===== config.mk =====
export PLATFORM = sky130hd
export DESIGN_NAME = nw_traceback_walker_flat
export DESIGN_NICKNAME = d
export VERILOG_FILES = /design/src/rtl/nw_pkg.sv /design/src/rtl/nw_traceback_walker_if.sv /design/src/rtl/nw_tb_move_decode.sv /design/src/rtl/nw_traceback_walker.sv /design/src/flat_wrapper.sv
export SDC_FILE = /design/constraint.sdc
export NUM_CORES = 1
export LEC_CHECK = 0
export CELL_PAD_IN_SITES_DETAIL_PLACEMENT = 0
export CELL_PAD_IN_SITES_GLOBAL_PLACEMENT = 1
export CORE_UTILIZATION = 33
export DETAILED_ROUTE_END_ITERATION = 7
export PLACE_DENSITY = 0.79
export SLEW_MARGIN = 30
export SYNTH_ARGS = -nofsm -noshare
export SYNTH_HDL_FRONTEND = slang
export SYNTH_SLANG_ARGS = --single-unit

===== constraint.sdc =====
create_clock -name clk -period 4.6 [get_ports clk]
set_input_delay 0.46 -clock clk [delete_from_list [all_inputs] [get_ports clk]]
set_output_delay 0.46 -clock clk [all_outputs]
set_load 0.1 [all_outputs]

===== src/rtl/nw_pkg.sv =====
// Shared definitions for the Needleman-Wunsch traceback walker: move codes,
// the gap symbol and the walker state encoding.
package nw_pkg;

    localparam logic [2:0] DIR_DIAG = 3'b001;
    localparam logic [2:0] DIR_LEFT = 3'b100;
    localparam logic [2:0] DIR_UP   = 3'b010;
    localparam logic [2:0] DIR_NONE = 3'b000;

    // Gap symbol used by the processing stage when building aligned strings.
    localparam logic [2:0] DASH = 3'b111;

    typedef enum logic [1:0] {
        ST_IDLE = 2'd0,
        ST_READ = 2'd1,
        ST_EMIT = 2'd2,
        ST_DONE = 2'd3
    } state_t;

endpackage


===== src/rtl/nw_traceback_walker_if.sv =====
// Bundle of control, memory-read and processing-stage signals of the
// traceback walker. The slave modport is the walker, the master modport is
// the environment (controller, memories and processing stage).
interface nw_traceback_walker_if #(
    parameter int N      = 128,
    parameter int IDX_W  = $clog2(N + 1),
    parameter int ADDR_W = $clog2(N)
) ();

    logic              start;
    logic [IDX_W-1:0]  lenA;
    logic [IDX_W-1:0]  lenB;
    logic [IDX_W-1:0]  dir_i;
    logic [IDX_W-1:0]  dir_j;
    logic [2:0]        dir_data;
    logic [ADDR_W-1:0] seqA_addr;
    logic [ADDR_W-1:0] seqB_addr;
    logic [2:0]        seqA_data;
    logic [2:0]        seqB_data;
    logic [2:0]        SeqA_i_t;
    logic [2:0]        SeqB_j_t;
    logic [2:0]        symbol_out;
    logic              busy;
    logic              done;
    logic              err;
    logic [IDX_W:0]    steps;

    modport slave (
        input  start, lenA, lenB, dir_data, seqA_data, seqB_data,
        output dir_i, dir_j, seqA_addr, seqB_addr, SeqA_i_t, SeqB_j_t,
               symbol_out, busy, done, err, steps
    );

    modport master (
        output start, lenA, lenB, dir_data, seqA_data, seqB_data,
        input  dir_i, dir_j, seqA_addr, seqB_addr, SeqA_i_t, SeqB_j_t,
               symbol_out, busy, done, err, steps
    );

endinterface


===== src/rtl/nw_tb_move_decode.sv =====
// Move decoder for one traceback step: turns the boundary flags and the
// direction code into a move code, row/column decrements and an illegal flag.
module nw_tb_move_decode
    import nw_pkg::*;
(
    input  logic       i_i_zero,
    input  logic       i_j_zero,
    input  logic [2:0] i_dir,
    output logic [2:0] o_move,
    output logic       o_di,
    output logic       o_dj,
    output logic       o_illegal
);

    // On row 0 or column 0 only one move is possible, so the matrix is ignored.
    always_comb begin
        o_move    = DIR_NONE;
        o_di      = 1'b0;
        o_dj      = 1'b0;
        o_illegal = 1'b0;
        if (i_i_zero && !i_j_zero) begin
            o_move = DIR_LEFT;
            o_dj   = 1'b1;
        end else if (i_j_zero && !i_i_zero) begin
            o_move = DIR_UP;
            o_di   = 1'b1;
        end else if (!i_i_zero && !i_j_zero) begin
            case (i_dir)
                DIR_DIAG: begin
                    o_move = DIR_DIAG;
                    o_di   = 1'b1;
                    o_dj   = 1'b1;
                end
                DIR_LEFT: begin
                    o_move = DIR_LEFT;
                    o_dj   = 1'b1;
                end
                DIR_UP: begin
                    o_move = DIR_UP;
                    o_di   = 1'b1;
                end
                default: o_illegal = 1'b1;
            endcase
        end
    end

endmodule


===== src/rtl/nw_traceback_walker.sv =====
// Traceback walker: steps from (lenA, lenB) back to (0,0) through the
// direction matrix, one READ/EMIT pair per move, and hands each move code and
// its two sequence symbols to the processing stage.
module nw_traceback_walker
    import nw_pkg::*;
#(
    parameter int N = 128
) (
    input  logic clk,
    input  logic rst,
    nw_traceback_walker_if.slave bus
);

    localparam int IDX_W  = $clog2(N + 1);
    localparam int ADDR_W = $clog2(N);
    localparam logic [IDX_W-1:0] ONE_IDX  = IDX_W'(1);
    localparam logic [IDX_W:0]   ONE_STEP = (IDX_W + 1)'(1);

    state_t             r_state;
    logic [IDX_W-1:0]   r_i;
    logic [IDX_W-1:0]   r_j;
    logic [IDX_W:0]     r_steps;
    logic               r_busy;
    logic               r_done;
    logic               r_err;
    logic [2:0]         r_sym;
    logic [2:0]         r_sym_a;
    logic [2:0]         r_sym_b;

    logic               w_i_zero;
    logic               w_j_zero;
    logic [2:0]         w_move;
    logic               w_di;
    logic               w_dj;
    logic               w_illegal;
    logic [IDX_W-1:0]   w_i_next;
    logic [IDX_W-1:0]   w_j_next;

    assign w_i_zero = (r_i == '0);
    assign w_j_zero = (r_j == '0);

    nw_tb_move_decode u_decode (
        .i_i_zero  (w_i_zero),
        .i_j_zero  (w_j_zero),
        .i_dir     (bus.dir_data),
        .o_move    (w_move),
        .o_di      (w_di),
        .o_dj      (w_dj),
        .o_illegal (w_illegal)
    );

    assign w_i_next = r_i - {{(IDX_W - 1){1'b0}}, w_di};
    assign w_j_next = r_j - {{(IDX_W - 1){1'b0}}, w_dj};

    // Addresses follow the current cell; index 0 reads address 0 and the
    // returned symbol is simply not meaningful for that move.
    assign bus.dir_i     = r_i;
    assign bus.dir_j     = r_j;
    assign bus.seqA_addr = w_i_zero ? '0 : ADDR_W'(r_i - ONE_IDX);
    assign bus.seqB_addr = w_j_zero ? '0 : ADDR_W'(r_j - ONE_IDX);

    assign bus.symbol_out = r_sym;
    assign bus.SeqA_i_t   = r_sym_a;
    assign bus.SeqB_j_t   = r_sym_b;
    assign bus.busy       = r_busy;
    assign bus.done       = r_done;
    assign bus.err        = r_err;
    assign bus.steps      = r_steps;

    // Walker FSM with registered outputs; symbol and done default to idle values each cycle.
    always_ff @(posedge clk) begin
        if (!rst) begin
            r_state <= ST_IDLE;
            r_i     <= '0;
            r_j     <= '0;
            r_steps <= '0;
            r_busy  <= 1'b0;
            r_done  <= 1'b0;
            r_err   <= 1'b0;
            r_sym   <= DIR_NONE;
            r_sym_a <= '0;
            r_sym_b <= '0;
        end else begin
            r_done <= 1'b0;
            r_sym  <= DIR_NONE;
            case (r_state)
                ST_IDLE: begin
                    if (bus.start) begin
                        r_i     <= bus.lenA;
                        r_j     <= bus.lenB;
                        r_steps <= '0;
                        r_err   <= 1'b0;
                        if (bus.lenA == '0 && bus.lenB == '0) begin
                            r_done  <= 1'b1;
                            r_state <= ST_DONE;
                        end else begin
                            r_busy  <= 1'b1;
                            r_state <= ST_READ;
                        end
                    end
                end
                ST_READ: begin
                    r_state <= ST_EMIT;
                end
                ST_EMIT: begin
                    if (w_illegal) begin
                        r_err   <= 1'b1;
                        r_busy  <= 1'b0;
                        r_done  <= 1'b1;
                        r_state <= ST_DONE;
                    end else begin
                        r_sym   <= w_move;
                        r_sym_a <= bus.seqA_data;
                        r_sym_b <= bus.seqB_data;
                        r_steps <= r_steps + ONE_STEP;
                        r_i     <= w_i_next;
                        r_j     <= w_j_next;
                        if (w_i_next == '0 && w_j_next == '0) begin
                            r_busy  <= 1'b0;
                            r_done  <= 1'b1;
                            r_state <= ST_DONE;
                        end else begin
                            r_state <= ST_READ;
                        end
                    end
                end
                ST_DONE: begin
                    r_state <= ST_IDLE;
                end
                default: begin
                    r_state <= ST_IDLE;
                end
            endcase
        end
    end

endmodule


===== src/flat_wrapper.sv =====
// flat-port wrapper written by rule: the top's interface ports become plain ports
module nw_traceback_walker_flat import nw_pkg::*;
#(
    parameter int N = 128
)
  (clk, rst, bus_start, bus_lenA, bus_lenB, bus_dir_data, bus_seqA_data, bus_seqB_data, bus_dir_i, bus_dir_j, bus_seqA_addr, bus_seqB_addr, bus_SeqA_i_t, bus_SeqB_j_t, bus_symbol_out, bus_busy, bus_done, bus_err, bus_steps);
  nw_traceback_walker_if #(.N(N)) bus_i ();
  input  logic clk;
  input  logic rst;
  input wire logic [$bits(bus_i.start)-1:0] bus_start;
  input wire logic [$bits(bus_i.lenA)-1:0] bus_lenA;
  input wire logic [$bits(bus_i.lenB)-1:0] bus_lenB;
  input wire logic [$bits(bus_i.dir_data)-1:0] bus_dir_data;
  input wire logic [$bits(bus_i.seqA_data)-1:0] bus_seqA_data;
  input wire logic [$bits(bus_i.seqB_data)-1:0] bus_seqB_data;
  output wire logic [$bits(bus_i.dir_i)-1:0] bus_dir_i;
  output wire logic [$bits(bus_i.dir_j)-1:0] bus_dir_j;
  output wire logic [$bits(bus_i.seqA_addr)-1:0] bus_seqA_addr;
  output wire logic [$bits(bus_i.seqB_addr)-1:0] bus_seqB_addr;
  output wire logic [$bits(bus_i.SeqA_i_t)-1:0] bus_SeqA_i_t;
  output wire logic [$bits(bus_i.SeqB_j_t)-1:0] bus_SeqB_j_t;
  output wire logic [$bits(bus_i.symbol_out)-1:0] bus_symbol_out;
  output wire logic [$bits(bus_i.busy)-1:0] bus_busy;
  output wire logic [$bits(bus_i.done)-1:0] bus_done;
  output wire logic [$bits(bus_i.err)-1:0] bus_err;
  output wire logic [$bits(bus_i.steps)-1:0] bus_steps;
  assign bus_i.start = bus_start;
  assign bus_i.lenA = bus_lenA;
  assign bus_i.lenB = bus_lenB;
  assign bus_i.dir_data = bus_dir_data;
  assign bus_i.seqA_data = bus_seqA_data;
  assign bus_i.seqB_data = bus_seqB_data;
  assign bus_dir_i = bus_i.dir_i;
  assign bus_dir_j = bus_i.dir_j;
  assign bus_seqA_addr = bus_i.seqA_addr;
  assign bus_seqB_addr = bus_i.seqB_addr;
  assign bus_SeqA_i_t = bus_i.SeqA_i_t;
  assign bus_SeqB_j_t = bus_i.SeqB_j_t;
  assign bus_symbol_out = bus_i.symbol_out;
  assign bus_busy = bus_i.busy;
  assign bus_done = bus_i.done;
  assign bus_err = bus_i.err;
  assign bus_steps = bus_i.steps;
  nw_traceback_walker #(.N(N)) u_core (.clk(clk), .rst(rst), .bus(bus_i));
endmodule

==> results summary <==
The flow ran to the end, and the final reports show no timing, DRC or antenna violations. The number of clock buffers inserted by TritonCTS came out at 5. A synthesized cell averages around 7.6 um^2. The count of antenna-violating nets left after detailed routing is 0.

The shortest period the worst path allows is ~4.2 ns. The starting density of the core is 0.3456. The classification of the worst setup path is reg2reg. The number of antenna violations at the first check in global routing came out at 0. The number of detailed-routing iterations run before antenna repair is 5. The clock slew at the register clock pins of the worst setup and hold paths is 0.08 ns. The placer's final routability congestion estimate is about 0.91. The fraction of layout cells with a size suffix above 1 came out at 0.07160.

The number of DRC violations after detailed routing came out at 0. The power per cell area is about 470 nW/um^2. Prior to clock tree synthesis, the placed netlist has a worst setup slack of 0.4133 ns.

The slew at the pin closest to its max-slew limit is 0.9972 ns. For this run, the post-layout net count is 444. Synthesis inferred 39 register bits. The met3 routed wirelength is between 500 and 600 um.

In the finished design, the share of the clock period the worst path needs comes to 0.9196. The count of final max-slew check failures is 0. The unique cell type count in the Yosys netlist came out at 53. The number of clock sinks seen by CTS came out at 39. Summed over all failing endpoints, the final setup total negative slack is 0 ns. The total overflow left after global routing is 0. The share of synthesized area occupied by flip-flops and latches came out at 0.3081.

The count of cells resized by post-cts repair came out at 0. In this design, the stage delay of the slowest critical-path cell is 0.58 ns. Including well taps, the total number of placed cells is 496. The post-detailed-placement half-perimeter wirelength is 5.702 mm. Setup repair after global routing left no endpoint under its margin. The source-to-sink clock delay at the later pin of the worst-skew pair is about 0.30 ns. The fmax came out at 0.2364 GHz. The wire length of the first global-routing pass came out at 12.16 mm.

Grouping stages by cell kind, the critical path spends the most delay in simple AND/OR/NAND/NOR gates. The region available for standard cell placement spans about 7300 um^2. The most used flip-flop cell after synthesis is dfxtp_1. The DRC marker count from the first detailed-route iteration is 163. The number of buffers and inverters on the critical path is 1. Using the TritonRoute via totals, the vias-per-cell ratio works out to 5.250. The wire length the detailed router placed on met1 came out at 3.813 mm. Max-cap violations in this run came to 0. The endpoint arrival time on the critical path came out at 4.43 ns. The final setup slack of the worst path is 0.3698 ns. The diode insertion count for antenna repair is 0.

The number of buffers on the longest clock path came out at 2. The routed wire length on met2 is about 3.4 mm. The count of H-tree levels built during CTS came out at 2. The die outline area came out at 8033 um^2. The combined area of all synthesized cells is 2534 um^2. The signal on the critical path passes through nor4_1, and3_1, inv_1, ha_1, nor2b_1, nand2_1, o21bai_1, ha_1, or4b_1, or4_1, xnor2_1, or4b_4, o211a_1. For this run, the total global-route usage over all layers was measured as 0.2015. The worst hold path belongs to the class reg2reg. The number of synthesis warnings is 0. The total number of vias came out at 2646. The worst clock skew on the final layout came out at ~0.012 ns. The highest ir drop seen on vdd is 244.5 uV. Entering global routing, the biggest net connects 33 pins.

The remaining max-slew budget at the tightest pin is 0.3331. Once the clock tree was built, the setup fixing pass inserted 0 buffers. After detailed routing, the average wire length per cell comes to 15.53 um.

The slowest library cell on the worst path is or4b_4. The clock tree from TritonCTS is done. The number of enable flip-flop cells after synthesis is 0.

Counting flops with an async set or reset pin after synthesis yields a share of 0. At the worst endpoint, the required time is 4.80 ns. The die is ~90 um wide. Counting the fill cells in the layout gives 728.

The number of cells in the finished layout apart from fillers is 504. The final layout contains routed wiring with a total length of 7.827 mm. The number of cell rows came out at 31.

The total count of hold-check failures in the final report is 0. The via count of the first global-routing pass is 2253. The total of buffers placed on input and output ports is 78. The worst setup path is launched from a flip-flop.

The top cell types in the final layout, fill and taps aside, are clkdlybuf4s50_1 (78), nor2_1 (42), nand2_1 (42). The number of nets handed over by synthesis was 372. The topmost layer with routed signal wires is met4. The static leakage came out at 0.001321 uW. The synthesis-to-finish area growth came out at 39.70%.

The tightest hold path in the finished design has a slack of 0.4592 ns. At the end of the flow the core is filled with cells to 0.4828. Setup violations remaining at the end of the flow were counted as 0. The I/O pin count is 79. The library cell used most frequently in the layout, excluding fill and tap cells, is clkdlybuf4s50_1. The cell sitting at the root of the clock tree is a clkbuf_8. The vertical die dimension is 89.63 um. The largest driver fanout on the critical path came out at 13. In this run, post-CTS hold repair placed 0 buffers. The most numerous cell type found on the critical path is ha_1. The gate count of the mapped netlist is 332.

STA classifies the critical path endpoint as a flip-flop.
-- per-layer routing --
metal  global-route usage  vias to the layer above
met1               0.2997                     1211
met2               0.2989                       95
met4              0.05628                        0
met3              0.03199                        9
met5                    0                        -
li1                     -                     1331
-- where the power goes --
part           internal [uW]  switching (uW)  total [uW]  leakage [uW]
clock                    217             133         350     0.0000654
combinational            259             682         941      0.000937
sequential               356            33.0         389      0.000318
-- per-stage QoR --
step | cell area [um^2] | power, uW
after floorplan | 2536 | 1113
after global placement | 3407 | 1335
after detailed placement | 3407 | 1336
after CTS | 3540 | 1688
after global routing | 3540 | 1756
final | 3540 | 1680
-- worst paths after layout --
check / startpoint / end / slack (ns) / cells past startpoint
worst min register to register: u_core.bus.SeqA_i_t[0]$_SDFFE_PN0P_ / u_core.bus.SeqA_i_t[0]$_SDFFE_PN0P_ / 0.46 / 2
worst max-delay path: u_core.bus.dir_i[3]$_SDFFE_PN0P_ / u_core.bus.busy$_SDFFE_PN0P_ / 0.37 / 13
worst max register to register: u_core.bus.dir_i[3]$_SDFFE_PN0P_ / u_core.bus.busy$_SDFFE_PN0P_ / 0.37 / 13
worst min-delay path: u_core.bus.SeqA_i_t[0]$_SDFFE_PN0P_ / u_core.bus.SeqA_i_t[0]$_SDFFE_PN0P_ / 0.46 / 2
-- worst register-to-register path, stage by stage (launching register included) --
cell and delay [ns]:
dfxtp_1 0.46, nor4_1 0.56, and3_1 0.28, inv_1 0.07, ha_1 0.24, nor2b_1 0.16
nand2_1 0.07, o21bai_1 0.12, ha_1 0.21, or4b_1 0.52, or4_1 0.50, xnor2_1 0.16
or4b_4 0.58, o211a_1 0.22
-- flip-flops by register name, summed over array words and instances, names as in the netlist --
name,flops
u_core.bus.dir_j,8
u_core.bus.busy,1
u_core.bus.steps,9
u_core.bus.err,1
u_core.bus.symbol_out,3
u_core.bus.dir_i,8
u_core.bus.SeqA_i_t,3
u_core.r_state,2
u_core.bus.done,1
u_core.bus.SeqB_j_t,3
-- synth_stat cells, types with 5 or more instances --
cell,number,area (um^2)
buf_2,6,30.03
o32ai_1,5,43.79
nand2_1,42,157.7
xnor2_1,9,78.83
nor3b_1,5,37.54
ha_1,12,150.1
a21oi_1,29,145.1
nor4_1,8,50.05
inv_1,10,37.54
o21ai_0,8,40.04
nor2b_1,6,37.54
xor2_1,9,78.83
clkbuf_1,12,45.04
nor2_1,42,157.7
o211ai_1,5,37.54
dfxtp_1,39,780.8
nor3_1,12,60.06
nand3_1,9,45.04
and3_1,5,31.28
-- kinds of logic (layout without fill, tap and decap cells) --
group | after synthesis | count (layout) | share of synthesized area
simple gates | 150 | 150 | 0.2948
compound gates | 78 | 78 | 0.2114
flops | 39 | 39 | 0.3081
buf+inv | 33 | 106 | 0.05630
xor+xnor | 18 | 18 | 0.06223
fa+ha+maj | 12 | 12 | 0.05926
mux | 2 | 2 | 0.007902
-- area by class of cell --
class,instances,area [um^2],area share
Clock buffer,6,72.57,0.02050
Inverter,11,41.29,0.01166
Tap cell,99,123.9,0.03499
Clock inverter,2,60.06,0.01697
Timing Repair Buffer,87,848.3,0.2397
Multi-Input combinational cell,260,1610,0.4549
Sequential cell,39,783.3,0.2213
Power figures use the tool's default switching activity.
